[src/rtl/pe_bf_addsub_lanes_pkg.sv]
// Shared defaults, control-pipeline payload and helpers for the multi-lane butterfly PE.
// PE_INTT_HALVE_EN folds the INTT 2^-1 scaling into stage 3 when defined.
package pe_bf_addsub_lanes_pkg;

    localparam int unsigned DW_DEF    = 12;
    localparam int unsigned Q_DEF     = 3329;
    localparam int unsigned LANES_DEF = 4;
    localparam int unsigned PIPE_DEF  = 3;

`ifdef PE_INTT_HALVE_EN
    localparam bit HALVE_EN = 1'b1;
`else
    localparam bit HALVE_EN = 1'b0;
`endif

    // Per-stage control payload travelling alongside the lane data.
    typedef struct packed {
        logic vld;
        logic sel;
    } ctl_t;

    // (x+Q)>>1 for odd x equals (x>>1) + (Q+1)/2.
    function automatic int unsigned half_q_adj(input int unsigned q);
        return (q + 1) / 2;
    endfunction

endpackage

[src/rtl/pe_bf_addsub_lanes_lane.sv]
// One lane of the butterfly: registered operands, modular add/sub, optional INTT halving,
// then PIPE-3 delay stages. All registers advance only when en_i is high.
module pe_bf_lane
    import pe_bf_addsub_lanes_pkg::*;
#(
    parameter int unsigned DW   = DW_DEF,
    parameter int unsigned Q    = Q_DEF,
    parameter int unsigned PIPE = PIPE_DEF
) (
    input  logic          clk,
    input  logic          rst,
    input  logic          en_i,
    input  logic          sel2_i,
    input  logic [DW-1:0] u_i,
    input  logic [DW-1:0] v_i,
    output logic [DW-1:0] upper_o,
    output logic [DW-1:0] lower_o
);

    localparam int unsigned NDLY   = PIPE - 2;
    localparam logic [DW:0] Q_W    = (DW + 1)'(Q);
    localparam logic [DW-1:0] HALF_Q = DW'(half_q_adj(Q));

    logic [DW-1:0] u1_q, v1_q;
    logic [DW-1:0] s2_q, d2_q, s2_d, d2_d;
    logic [DW-1:0] s3_d, d3_d;
    logic [DW:0]   sum_c, dif_c;
    logic [DW-1:0] up_q [NDLY];
    logic [DW-1:0] lo_q [NDLY];

    function automatic logic [DW-1:0] halve(input logic [DW-1:0] x);
        return x[0] ? ((x >> 1) + HALF_Q) : (x >> 1);
    endfunction

    // Stage 2 modular add/sub and stage 3 optional halving.
    always_comb begin
        sum_c = {1'b0, u1_q} + {1'b0, v1_q};
        dif_c = {1'b0, u1_q} - {1'b0, v1_q};
        s2_d  = (sum_c >= Q_W) ? DW'(sum_c - Q_W) : sum_c[DW-1:0];
        d2_d  = dif_c[DW] ? DW'(dif_c + Q_W) : dif_c[DW-1:0];
        s3_d  = s2_q;
        d3_d  = d2_q;
        if (HALVE_EN && sel2_i) begin
            s3_d = halve(s2_q);
            d3_d = halve(d2_q);
        end
    end

    always_ff @(posedge clk) begin
        if (rst) begin
            u1_q <= '0;
            v1_q <= '0;
            s2_q <= '0;
            d2_q <= '0;
            for (int i = 0; i < int'(NDLY); i++) begin
                up_q[i] <= '0;
                lo_q[i] <= '0;
            end
        end else if (en_i) begin
            u1_q    <= u_i;
            v1_q    <= v_i;
            s2_q    <= s2_d;
            d2_q    <= d2_d;
            up_q[0] <= s3_d;
            lo_q[0] <= d3_d;
            for (int i = 1; i < int'(NDLY); i++) begin
                up_q[i] <= up_q[i-1];
                lo_q[i] <= lo_q[i-1];
            end
        end
    end

    assign upper_o = up_q[NDLY-1];
    assign lower_o = lo_q[NDLY-1];

endmodule

[src/rtl/pe_bf_addsub_lanes.sv]
// LANES-wide modular add/sub butterfly PE with valid/ready and whole-pipeline stall.
// Build with PE_INTT_HALVE_EN to scale INTT results by 2^-1 mod Q.
module pe_bf_addsub_lanes
    import pe_bf_addsub_lanes_pkg::*;
#(
    parameter int unsigned DW    = DW_DEF,
    parameter int unsigned Q     = Q_DEF,
    parameter int unsigned LANES = LANES_DEF,
    parameter int unsigned PIPE  = PIPE_DEF
) (
    input  logic                clk,
    input  logic                rst,
    input  logic                in_valid,
    output logic                in_ready,
    input  logic                sel,
    input  logic [LANES*DW-1:0] u,
    input  logic [LANES*DW-1:0] v,
    output logic                out_valid,
    input  logic                out_ready,
    output logic [LANES*DW-1:0] bf_upper,
    output logic [LANES*DW-1:0] bf_lower,
    output logic                out_sel,
    output logic                busy
);

    ctl_t ctl_q [PIPE];
    logic adv_c;

    assign out_valid = ctl_q[PIPE-1].vld;
    assign out_sel   = ctl_q[PIPE-1].sel;
    assign adv_c     = !out_valid | out_ready;
    assign in_ready  = adv_c;

    always_comb begin
        busy = 1'b0;
        for (int i = 0; i < int'(PIPE); i++) begin
            busy = busy | ctl_q[i].vld;
        end
    end

    // Valid/sel shift register; a bubble enters when in_valid is low.
    always_ff @(posedge clk) begin
        if (rst) begin
            for (int i = 0; i < int'(PIPE); i++) begin
                ctl_q[i] <= '0;
            end
        end else if (adv_c) begin
            ctl_q[0] <= ctl_t'{vld: in_valid, sel: sel};
            for (int i = 1; i < int'(PIPE); i++) begin
                ctl_q[i] <= ctl_q[i-1];
            end
        end
    end

    for (genvar k = 0; k < int'(LANES); k++) begin : g_lane
        pe_bf_lane #(
            .DW  (DW),
            .Q   (Q),
            .PIPE(PIPE)
        ) u_lane (
            .clk    (clk),
            .rst    (rst),
            .en_i   (adv_c),
            .sel2_i (ctl_q[1].sel),
            .u_i    (u[k*DW +: DW]),
            .v_i    (v[k*DW +: DW]),
            .upper_o(bf_upper[k*DW +: DW]),
            .lower_o(bf_lower[k*DW +: DW])
        );
    end

endmodule

[config.mk]
export PLATFORM = sky130hd
export DESIGN_NAME = pe_bf_addsub_lanes
export DESIGN_NICKNAME = d
export VERILOG_FILES = /design/src/rtl/pe_bf_addsub_lanes_pkg.sv /design/src/rtl/pe_bf_addsub_lanes_lane.sv /design/src/rtl/pe_bf_addsub_lanes.sv
export SDC_FILE = /design/constraint.sdc
export NUM_CORES = 1
export LEC_CHECK = 0
export BUFFER_PORTS_ARGS = -buffer_cell sky130_fd_sc_hd__buf_2
export CAP_MARGIN = 5
export CORE_UTILIZATION = 60
export CTS_BUF_LIST = sky130_fd_sc_hd__clkbuf_4 sky130_fd_sc_hd__clkbuf_8
export CTS_CLUSTER_DIAMETER = 100
export DETAILED_ROUTE_END_ITERATION = 12
export PLACE_DENSITY_LB_ADDON = 0.3
export SKIP_LAST_GASP = 1
export SYNTH_ARGS = -nofsm -noshare
export SYNTH_HDL_FRONTEND = slang
export SYNTH_SLANG_ARGS = --single-unit
export TNS_END_PERCENT = 10
[constraint.sdc]
create_clock -name clk -period 5.1 [get_ports clk]
set_input_delay 1.02 -clock clk [delete_from_list [all_inputs] [get_ports clk]]
set_output_delay 1.02 -clock clk [all_outputs]
set_load 0.1 [all_outputs]
==> results of run 1 <==
## worst register-to-register path, cell delays in order, from the launching register on
cell      delay (ns)
dfxtp_1         0.41
inv_1           0.11
ha_1            0.33
nand2b_4        0.15
a2111o_1        0.50
a31oi_4         0.30
nor4_2          0.09
a311oi_4        0.39
nor2_1          0.10
o31a_1          0.43
or4b_1          0.54
a32o_1          0.25
## worst paths after layout
kind	cells past startpoint	end	slack [ns]	start
setup / recovery	11	g_lane[3].u_lane.s2_q[5]$_SDFFE_PP0P_	1.40	g_lane[3].u_lane.v1_q[1]$_SDFFE_PP0P_
hold / removal	2	g_lane[0].u_lane.s2_q[8]$_SDFFE_PP0P_	0.45	g_lane[0].u_lane.s2_q[8]$_SDFFE_PP0P_
setup reg to reg	11	g_lane[3].u_lane.s2_q[5]$_SDFFE_PP0P_	1.40	g_lane[3].u_lane.v1_q[1]$_SDFFE_PP0P_
hold reg to reg	2	g_lane[0].u_lane.s2_q[8]$_SDFFE_PP0P_	0.45	g_lane[0].u_lane.s2_q[8]$_SDFFE_PP0P_
## report_power, final
part	switching, mW	internal, mW	total (mW)
sequential	0.151	2.74	2.89
clock	0.936	1.24	2.18
combinational	1.63	0.686	2.31
## state kept, by name (all words and copies together), names as in the netlist
| signal | flops |
|---|---|
| g_lane.u_lane.d2_q | 48 |
| ctl_q | 6 |
| g_lane.u_lane.s2_q | 48 |
| g_lane.u_lane.u1_q | 48 |
| g_lane.u_lane.lo_q | 48 |
| g_lane.u_lane.v1_q | 48 |
| g_lane.u_lane.up_q | 48 |
## synthesized netlist by cell type, drive strengths merged, types with 6 or more instances
master,instances,area share (%)
nand2,311,6.9
dfxtp,192,23
a21oi,185,5.5
and3,117,4.3
ha,108,8.0
clkbuf,102,2.3
edfxtp,102,18
inv,98,2.2
o21ai,98,2.9
nor2,94,2.1
xnor2,85,4.4
xor2,43,2.2
nand3,40,1.2
nor3,39,1.1
a211oi,24,1.1
a21o,20,0.88
nor2b,20,0.74
o211ai,17,0.75
nand2b,16,0.68
mux2i,14,0.83
o31ai,14,0.62
a31oi,11,0.49
buf,11,0.43
nor4,11,0.44
o21bai,10,0.51
nand4,9,0.33
o21a,9,0.40
or3,9,0.33
fa,8,0.94
and2,6,0.22
nand3b,6,0.27
nor3b,6,0.27
or4,6,0.27
## cells by family (layout without fill, tap and decap cells)
family,after synthesis,after routing
flip-flops,294,294
buffers and inverters,213,396
AND/OR/NAND/NOR,709,709
other,0,3
XOR/XNOR,128,128
adder cells (fa/ha/maj),116,116
AO/OA/AOI/OAI,474,474
multiplexers,16,16
## per-layer routing
layer / up-vias / part of all wire, % / GRT usage (%)
li1: 7170 / - / -
met1: 6697 / 44 / 34.3
met2: 430 / 48 / 47.6
met3: 77 / 5.3 / 4.33
met4: 0 / 2.6 / 8.50
met5: - / 0 / 0
## layout by cell type (no fill, tap or decap), types with 5 or more instances in the layout
| cell type | Yosys | final |
|---|---|---|
| inv_1 | 94 | 93 |
| o211ai_1 | 17 | 17 |
| nor4_1 | 10 | 10 |
| o31ai_1 | 14 | 14 |
| edfxtp_1 | 102 | 102 |
| nand2_1 | 311 | 311 |
| a41oi_1 | 5 | 5 |
| nand2b_1 | 14 | 14 |
| nand4_1 | 9 | 9 |
| a31oi_1 | 10 | 10 |
| clkbuf_8 | 0 | 55 |
| buf_4 | 2 | 12 |
| fa_1 | 8 | 8 |
| or4_1 | 6 | 6 |
| a21o_1 | 20 | 20 |
| nor2_1 | 94 | 92 |
| buf_2 | 7 | 199 |
| xor2_1 | 43 | 43 |
| dfxtp_1 | 192 | 192 |
| clkinv_2 | 0 | 9 |
| o21bai_1 | 9 | 9 |
| and3_1 | 117 | 117 |
| a211o_1 | 5 | 5 |
| clkbuf_4 | 0 | 15 |
| a21oi_1 | 185 | 185 |
| o21a_1 | 9 | 9 |
| or3_1 | 9 | 9 |
| and2_1 | 6 | 6 |
| nand3b_1 | 6 | 6 |
| o21ai_0 | 80 | 80 |
| ha_1 | 108 | 108 |
| o21ai_1 | 17 | 17 |
| xnor2_1 | 84 | 84 |
| nor3b_1 | 6 | 6 |
| a311o_1 | 5 | 5 |
| nor2b_1 | 20 | 19 |
| nor3_1 | 39 | 39 |
| nand3_1 | 40 | 40 |
| mux2i_1 | 14 | 14 |
| a211oi_1 | 21 | 21 |
## through the flow
step | instances | hold WS (ns) | utilization (%)
2_1_floorplan | 1950 | 0.417 | -
3_3_place_gp | 2426 | 0.427 | 65.2
3_5_place_dp | 2426 | 0.435 | 65.2
4_1_cts | 2511 | 0.449 | 68.9
5_1_grt | 2512 | 0.464 | 68.9
6_report | 2514 | 0.446 | 68.9
## area by class of cell
cell class | instances | area (µm²)
multi-input combinational | 1443 | 9260
fill | 2393 | 8640
sequential | 294 | 6910
timing repair buffer | 211 | 1090
clock buffer | 70 | 870
tap | 378 | 473
inverter | 100 | 383
clock inverter | 15 | 154
antenna | 3 | 7.51
==> summary.txt, run 1 <==
STA
  – Fin crit share: 72.5%
  – Final hold viol count: 0
  – Max-slew violations: 0
  – Worst Slack Setup Final: 1.40 ns
  – Worst slew margin: approximately a fifth
  – Fin crit period: approximately 3.7 ns
  – Max Clock Freq: about 0.27 GHz
  – RSZ-0062 raised after global routing: no
  – Setup_tns: 0 ns
  – Slew at the pin with the worst max-slew slack: 1.20 ns
  – Clock Skew: ~0.017 ns
  – Setup Viol. Count Final: 0

Clocking
  – TritonCTS clock tree: yes
  – Setup bufs post-CTS: 0
  – Htree depth: 2
  – Max Root-Sink Buffers: 3
  – CTS buffer count: 46
  – CTS Sinks: roughly 290
  – Post_cts resized: 0
  – CTS clk-pin slew, worst paths: 0.07 ns
  – CTS root buf: clkbuf_8
  – Worst-skew pair later-pin latency: about 0.56 ns
  – # hold bufs at CTS: 0

GRT
  – Initial antenna violation count: 3
  – Largest net degree at the start of global routing: 135
  – GR Overflow Total: 0
  – Tot GR Track Use: a little over a quarter
  – Vias in the first global route: roughly 13000
  – First-pass GRT wire length: 64300 µm

Place
  – DP Area: 18100 µm²
  – Pre-CTS setup slack: 1.45 ns
  – I/O Buffers: 200
  – Post-DP HPWL: about 28000 µm
  – Gp weighted congestion: between 0.9 and 1

Detailed routing
  – Drt wl/cell: about 16 µm
  – Drt total wl: 40000 µm
  – Vias: 14400
  – ANT nets after route: 0
  – Iter 0 DRT Violations: ~960
  – Vias per cell: around 5.7
  – DR DRC count: 0
  – DRT Pass-1 Iters: 5

Yosys
  – Syn_area_per_cell: 8.71 µm²
  – Post-synthesis compound-gate area fraction: ~18%
  – Xor/xnor cell area share of the yosys netlist: about 6.6%
  – Predominant post-synthesis flop cell: dfxtp_1
  – Cells after synthesis: slightly below 2000
  – Flops & latches, synth: between 200 and 300
  – Ys Warns: 0
  – Register area share after synthesis: just over 40%
  – Main combinational cell family by area after synthesis: simple AND/OR/NAND/NOR gates
  – Syn_nets: 2167
  – Mux share of post-synthesis cell area: 0.958%
  – Post-Synth Simple-Gate Area: 20.1%
  – Area share of fa/ha/maj cells after synthesis: between 8 and 9%
  – EDFF count, synth: just over 100
  – Netlist cell types: between 80 and 90
  – Ys async rst share: 0%
  – Cell area after synthesis: around 17000 µm²

Power and ir drop
  – Leakage Power: roughly 8.8 nW
  – Peak supply drop: between 200 and 250 µV
  – Total power: about 7.4 mW
  – Power Density: 386 nW/µm²

Worst setup path
  – Crit-path cells: inv_1, ha_1, nand2b_4, a2111o_1, a31oi_4, nor4_2, a311oi_4, nor2_1, o31a_1, or4b_1, a32o_1
  – CP max stage delay: about 0.54 ns
  – CP Max Fanout: 9
  – Worst path bufs/invs: 1
  – Setup CP Type: flip-flop to flip-flop
  – Cell family with most CP delay: compound AO/OA/AOI/OAI gates
  – Worst path required time: 5.55 ns
  – Critical Path Source Type: flip-flop
  – CP Capture Type: flip-flop
  – Critical Path Slowest Stage Cell: or4b_1
  – Critical path arrival: 4.15 ns

Layout
  – Nets@finish: approximately 2300
  – Share of post-route cells with drive strength above 1: between 10% and 20%
  – Area delta synth->final: 12.7%
  – Final design area excluding fillers: roughly 19000 µm²

Min path
  – Worst hold path class: flip-flop to flip-flop

Die
  – Core Area: roughly 28000 µm²
  – Top Ports: 201
  – Die height: approximately 170 µm
  – Die W: 170 µm
  – Die area: 29000 µm²
  – Initial Utilization: between 60% and 70%
  – Placement row count: about 60

Flow run
  – MaxCap Viol Count: 0

Outcome
  – Status: finished clean
No activity file was read; power rests on OpenSTA's default activity.
==> run 2: changes to the inputs <==
Settings changed: CORE_UTILIZATION 60 to 55.
Clock period 5.1 ns to 3.1 ns, I/O delays scaled along.
==> summary.txt, run 2 (synthesis gave the netlist of run 1 again) <==
STA
  – RSZ-0062 raised after global routing: yes (was no)
  – Worst Slack Setup Final: -0.0577 ns (was 1.40 ns)
  – Max-slew violations: 0 (unchanged)
  – Worst slew margin: 43.5% (was 19.9%)
  – Fin crit share: 102% (was 72.5%)
  – Max Clock Freq: 0.317 GHz (was 0.270 GHz)
  – Clock Skew: 0.0135 ns (was 0.0168 ns)
  – Setup_tns: -0.157 ns (was 0 ns)
  – Fin crit period: 3.16 ns (was 3.70 ns)
  – Setup Viol. Count Final: 5 (was 0)
  – Final hold viol count: 0 (unchanged)
  – Slew at the pin with the worst max-slew slack: 0.847 ns (was 1.20 ns)

Min path
  – Worst hold path class: primary input to flip-flop (was flip-flop to flip-flop)
  – WHS Path Cells: 3 (was 2)
  – HP Start: v[44] (was g_lane[0].u_lane.s2_q[8]$_SDFFE_PP0P_)
  – Hold Path Sink: g_lane[3].u_lane.v1_q[8]$_SDFFE_PP0P_ (was g_lane[0].u_lane.s2_q[8]$_SDFFE_PP0P_)

Layout
  – Most common cell after layout, fill and taps aside: nand2_1 (unchanged)
  – Share of post-route cells with drive strength above 1: 22.2% (was 15.3%)
  – Area delta synth->final: 20.6% (was 12.7%)
  – Commonest cells after routing, fill and taps aside: 310 x nand2_1, 199 x buf_2, 188 x dfxtp_1 (was 311 x nand2_1, 199 x buf_2, 192 x dfxtp_1)
  – Post-layout util: 68.2% (was 68.9%)
  – Finished Layout Cells: 2663 (was 2514)
  – # diodes: 0 (was 3)
  – Nets@finish: 2449 (was 2313)

Worst setup path
  – Critical path arrival: 3.69 ns (was 4.15 ns)
  – FF-to-FF path depth: 11 (unchanged)
  – CP max stage delay: 0.48 ns (was 0.54 ns)
  – Crit path top cell by count: nand3_1
  – Crit-path cells: ha_1, fa_1, nor2b_1, o21ai_1, nand3_1, a311oi_2, xnor2_1, o21bai_2, o21ai_2, or4_1, nand3_1 (was inv_1, ha_1, nand2b_4, a2111o_1, a31oi_4, nor4_2, a311oi_4, nor2_1, o31a_1, or4b_1, a32o_1)
  – Critical Path Slowest Stage Cell: or4_1 (was or4b_1)
  – R2R setup slack: -0.06 ns (was 1.40 ns)
  – Critical Path Source Type: flip-flop (unchanged)
  – R2R Path Start: g_lane[1].u_lane.v1_q[0]$_SDFFE_PP0P_ (was g_lane[3].u_lane.v1_q[1]$_SDFFE_PP0P_)
  – CP Capture Type: flip-flop (unchanged)
  – CP Max Fanout: 7 (was 9)
  – Worst path required time: 3.63 ns (was 5.55 ns)
  – Reg-to-reg critical path endpoint: g_lane[1].u_lane.s2_q[8]$_SDFFE_PP0P_ (was g_lane[3].u_lane.s2_q[5]$_SDFFE_PP0P_)
  – Setup CP Type: flip-flop to flip-flop (unchanged)

GRT
  – GR Overflow Total: 0 (unchanged)
  – First-pass GRT wire length: 67400 µm (was 64300 µm)
  – Tot GR Track Use: 26.2% (was 27.2%)
  – Initial antenna violation count: 2 (was 3)
  – Largest net degree at the start of global routing: 135 (unchanged)
  – Vias in the first global route: 14100 (was 13300)

Die
  – Placement row count: 63 (was 61)
  – Die height: 178 µm (was 170 µm)
  – Initial Utilization: 56.6% (was 61.1%)
  – Die W: 178 µm (was 170 µm)
  – Top Ports: 201 (unchanged)
  – Core Area: 30000 µm² (was 27800 µm²)
  – Die area: 31600 µm² (was 29000 µm²)

Clocking
  – CTS root buf: clkbuf_8 (unchanged)
  – Htree depth: 2 (unchanged)
  – TritonCTS clock tree: yes (unchanged)
  – CTS clk-pin slew, worst paths: 0.07 ns (about the same)
  – # hold bufs at CTS: 0 (unchanged)
  – Max Root-Sink Buffers: 3 (unchanged)
  – Worst-skew pair later-pin latency: 0.59 ns (was 0.56 ns)
  – CTS Sinks: 294 (unchanged)
  – CTS buffer count: 49 (was 46)

Place
  – Pre-CTS setup slack: -0.172 ns (was 1.45 ns)
  – I/O Buffers: 200 (unchanged)
  – Post-DP HPWL: 30000 µm (was 28400 µm)
  – Gp weighted congestion: 0.922 (was 0.941)
  – Placed cells: 2564 (was 2426)

Power and ir drop
  – Peak supply drop: 400 µV (was 224 µV)
  – Leakage Power: 9.47 nW (was 8.75 nW)
  – Total power: 12.6 mW (was 7.38 mW)
  – Power Density: 615 nW/µm² (was 386 nW/µm²)

Detailed routing
  – DR DRC count: 0 (unchanged)
  – ANT nets after route: 0 (unchanged)
  – Iter 0 DRT Violations: 879 (was 964)
  – Vias: 14900 (was 14400)
  – DRT Pass-1 Iters: 5 (unchanged)
  – Vias per cell: 5.60 (was 5.72)
  – Drt total wl: 42000 µm (was 40000 µm)
  – Drt wl/cell: 15.8 µm (was 15.9 µm)

Outcome
  – Failing checks: setup timing
  – Status: finished with violations (was finished clean)

Flow run
  – MaxCap Viol Count: 0 (unchanged)
run 2: cell types whose count changed in the layout (fill, tap and decap cells not counted), moves of 5 or more:
| cell | delta |
|---|---|
| buf_4 | +130 |
| clkbuf_4 | -6 |
| clkinv_1 | +5 |
| clkinv_2 | +5 |
| o31ai_1 | -5 |
| o31ai_2 | +5 |
run 2: area by class of cell:
class                           count  area (µm²)
Clock buffer                       67         866
Clock inverter                     25         198
Fill cell                        2483        9550
Inverter                          100         384
Multi-Input combinational cell   1443        9520
Sequential cell                   294        6910
Tap cell                          390         488
Timing Repair Buffer              344        2120
run 2: report_power, final:
group / switching (mW) / total [mW] / leakage [nW] / internal, mW
registers: 0.241 / 4.75 / 2.82 / 4.50
clock network: 1.60 / 3.67 / 0.565 / 2.07
logic: 2.78 / 4.19 / 6.09 / 1.41
total: 4.62 / 12.6 / 9.47 / 7.99
run 2: metal layers:
| layer | global-route usage, % | share of wire [%] | vias to the layer above |
|---|---|---|---|
| li1 | - | - | 7449 |
| met1 | 33.3 | 45 | 7026 |
| met2 | 44.8 | 48 | 345 |
| met3 | 3.81 | 4.2 | 79 |
| met4 | 9.40 | 2.8 | 2 |
| met5 | 0 | 0.031 | - |
run 2: repair_timing:
action / CTS / global route
pin swaps: 5 / 23
buffers inserted: 0 / 7
setup endpoints to repair: 33 / 79
gates resized for setup: 10 / 49
run 2: how the worst max path moves through the flow:
stage,start,depth (start not counted),slack (ns),to
final,g_lane[1].u_lane.v1_q[0]$_SDFFE_PP0P_,11,-0.06,g_lane[1].u_lane.s2_q[8]$_SDFFE_PP0P_
after global routing,g_lane[1].u_lane.v1_q[0]$_SDFFE_PP0P_,11,-0.19,g_lane[1].u_lane.s2_q[8]$_SDFFE_PP0P_
after CTS,g_lane[3].u_lane.v1_q[1]$_SDFFE_PP0P_,11,-0.08,g_lane[3].u_lane.s2_q[5]$_SDFFE_PP0P_
after detailed placement,g_lane[3].u_lane.v1_q[0]$_SDFFE_PP0P_,11,-0.17,g_lane[3].u_lane.s2_q[5]$_SDFFE_PP0P_
after global placement,g_lane[3].u_lane.v1_q[0]$_SDFFE_PP0P_,11,-0.06,g_lane[3].u_lane.s2_q[5]$_SDFFE_PP0P_
after floorplan,ctl_q[0][5]$_SDFFCE_PN0P_,6,-0.54,ctl_q[0][0]$_SDFFCE_PN0P_
run 2: metrics by stage:
step                      area, µm²  hold WS, ns
after CTS                     20200        0.240
after detailed placement      19100        0.434
after floorplan               17000        0.417
after global placement        19100        0.427
after global routing          20500        0.252
final                         20500        0.273
run 2: worst max-delay path, delay by kind of cell (launching register included):
family / cells / cell delay (ns)
xor gates and xnor gates: 1 / 0.16
adders and majority gates: 2 / 0.64
AOI/OAI and AO/OA: 4 / 1.08
and+or+nand+nor: 4 / 0.90
DFF: 1 / 0.31
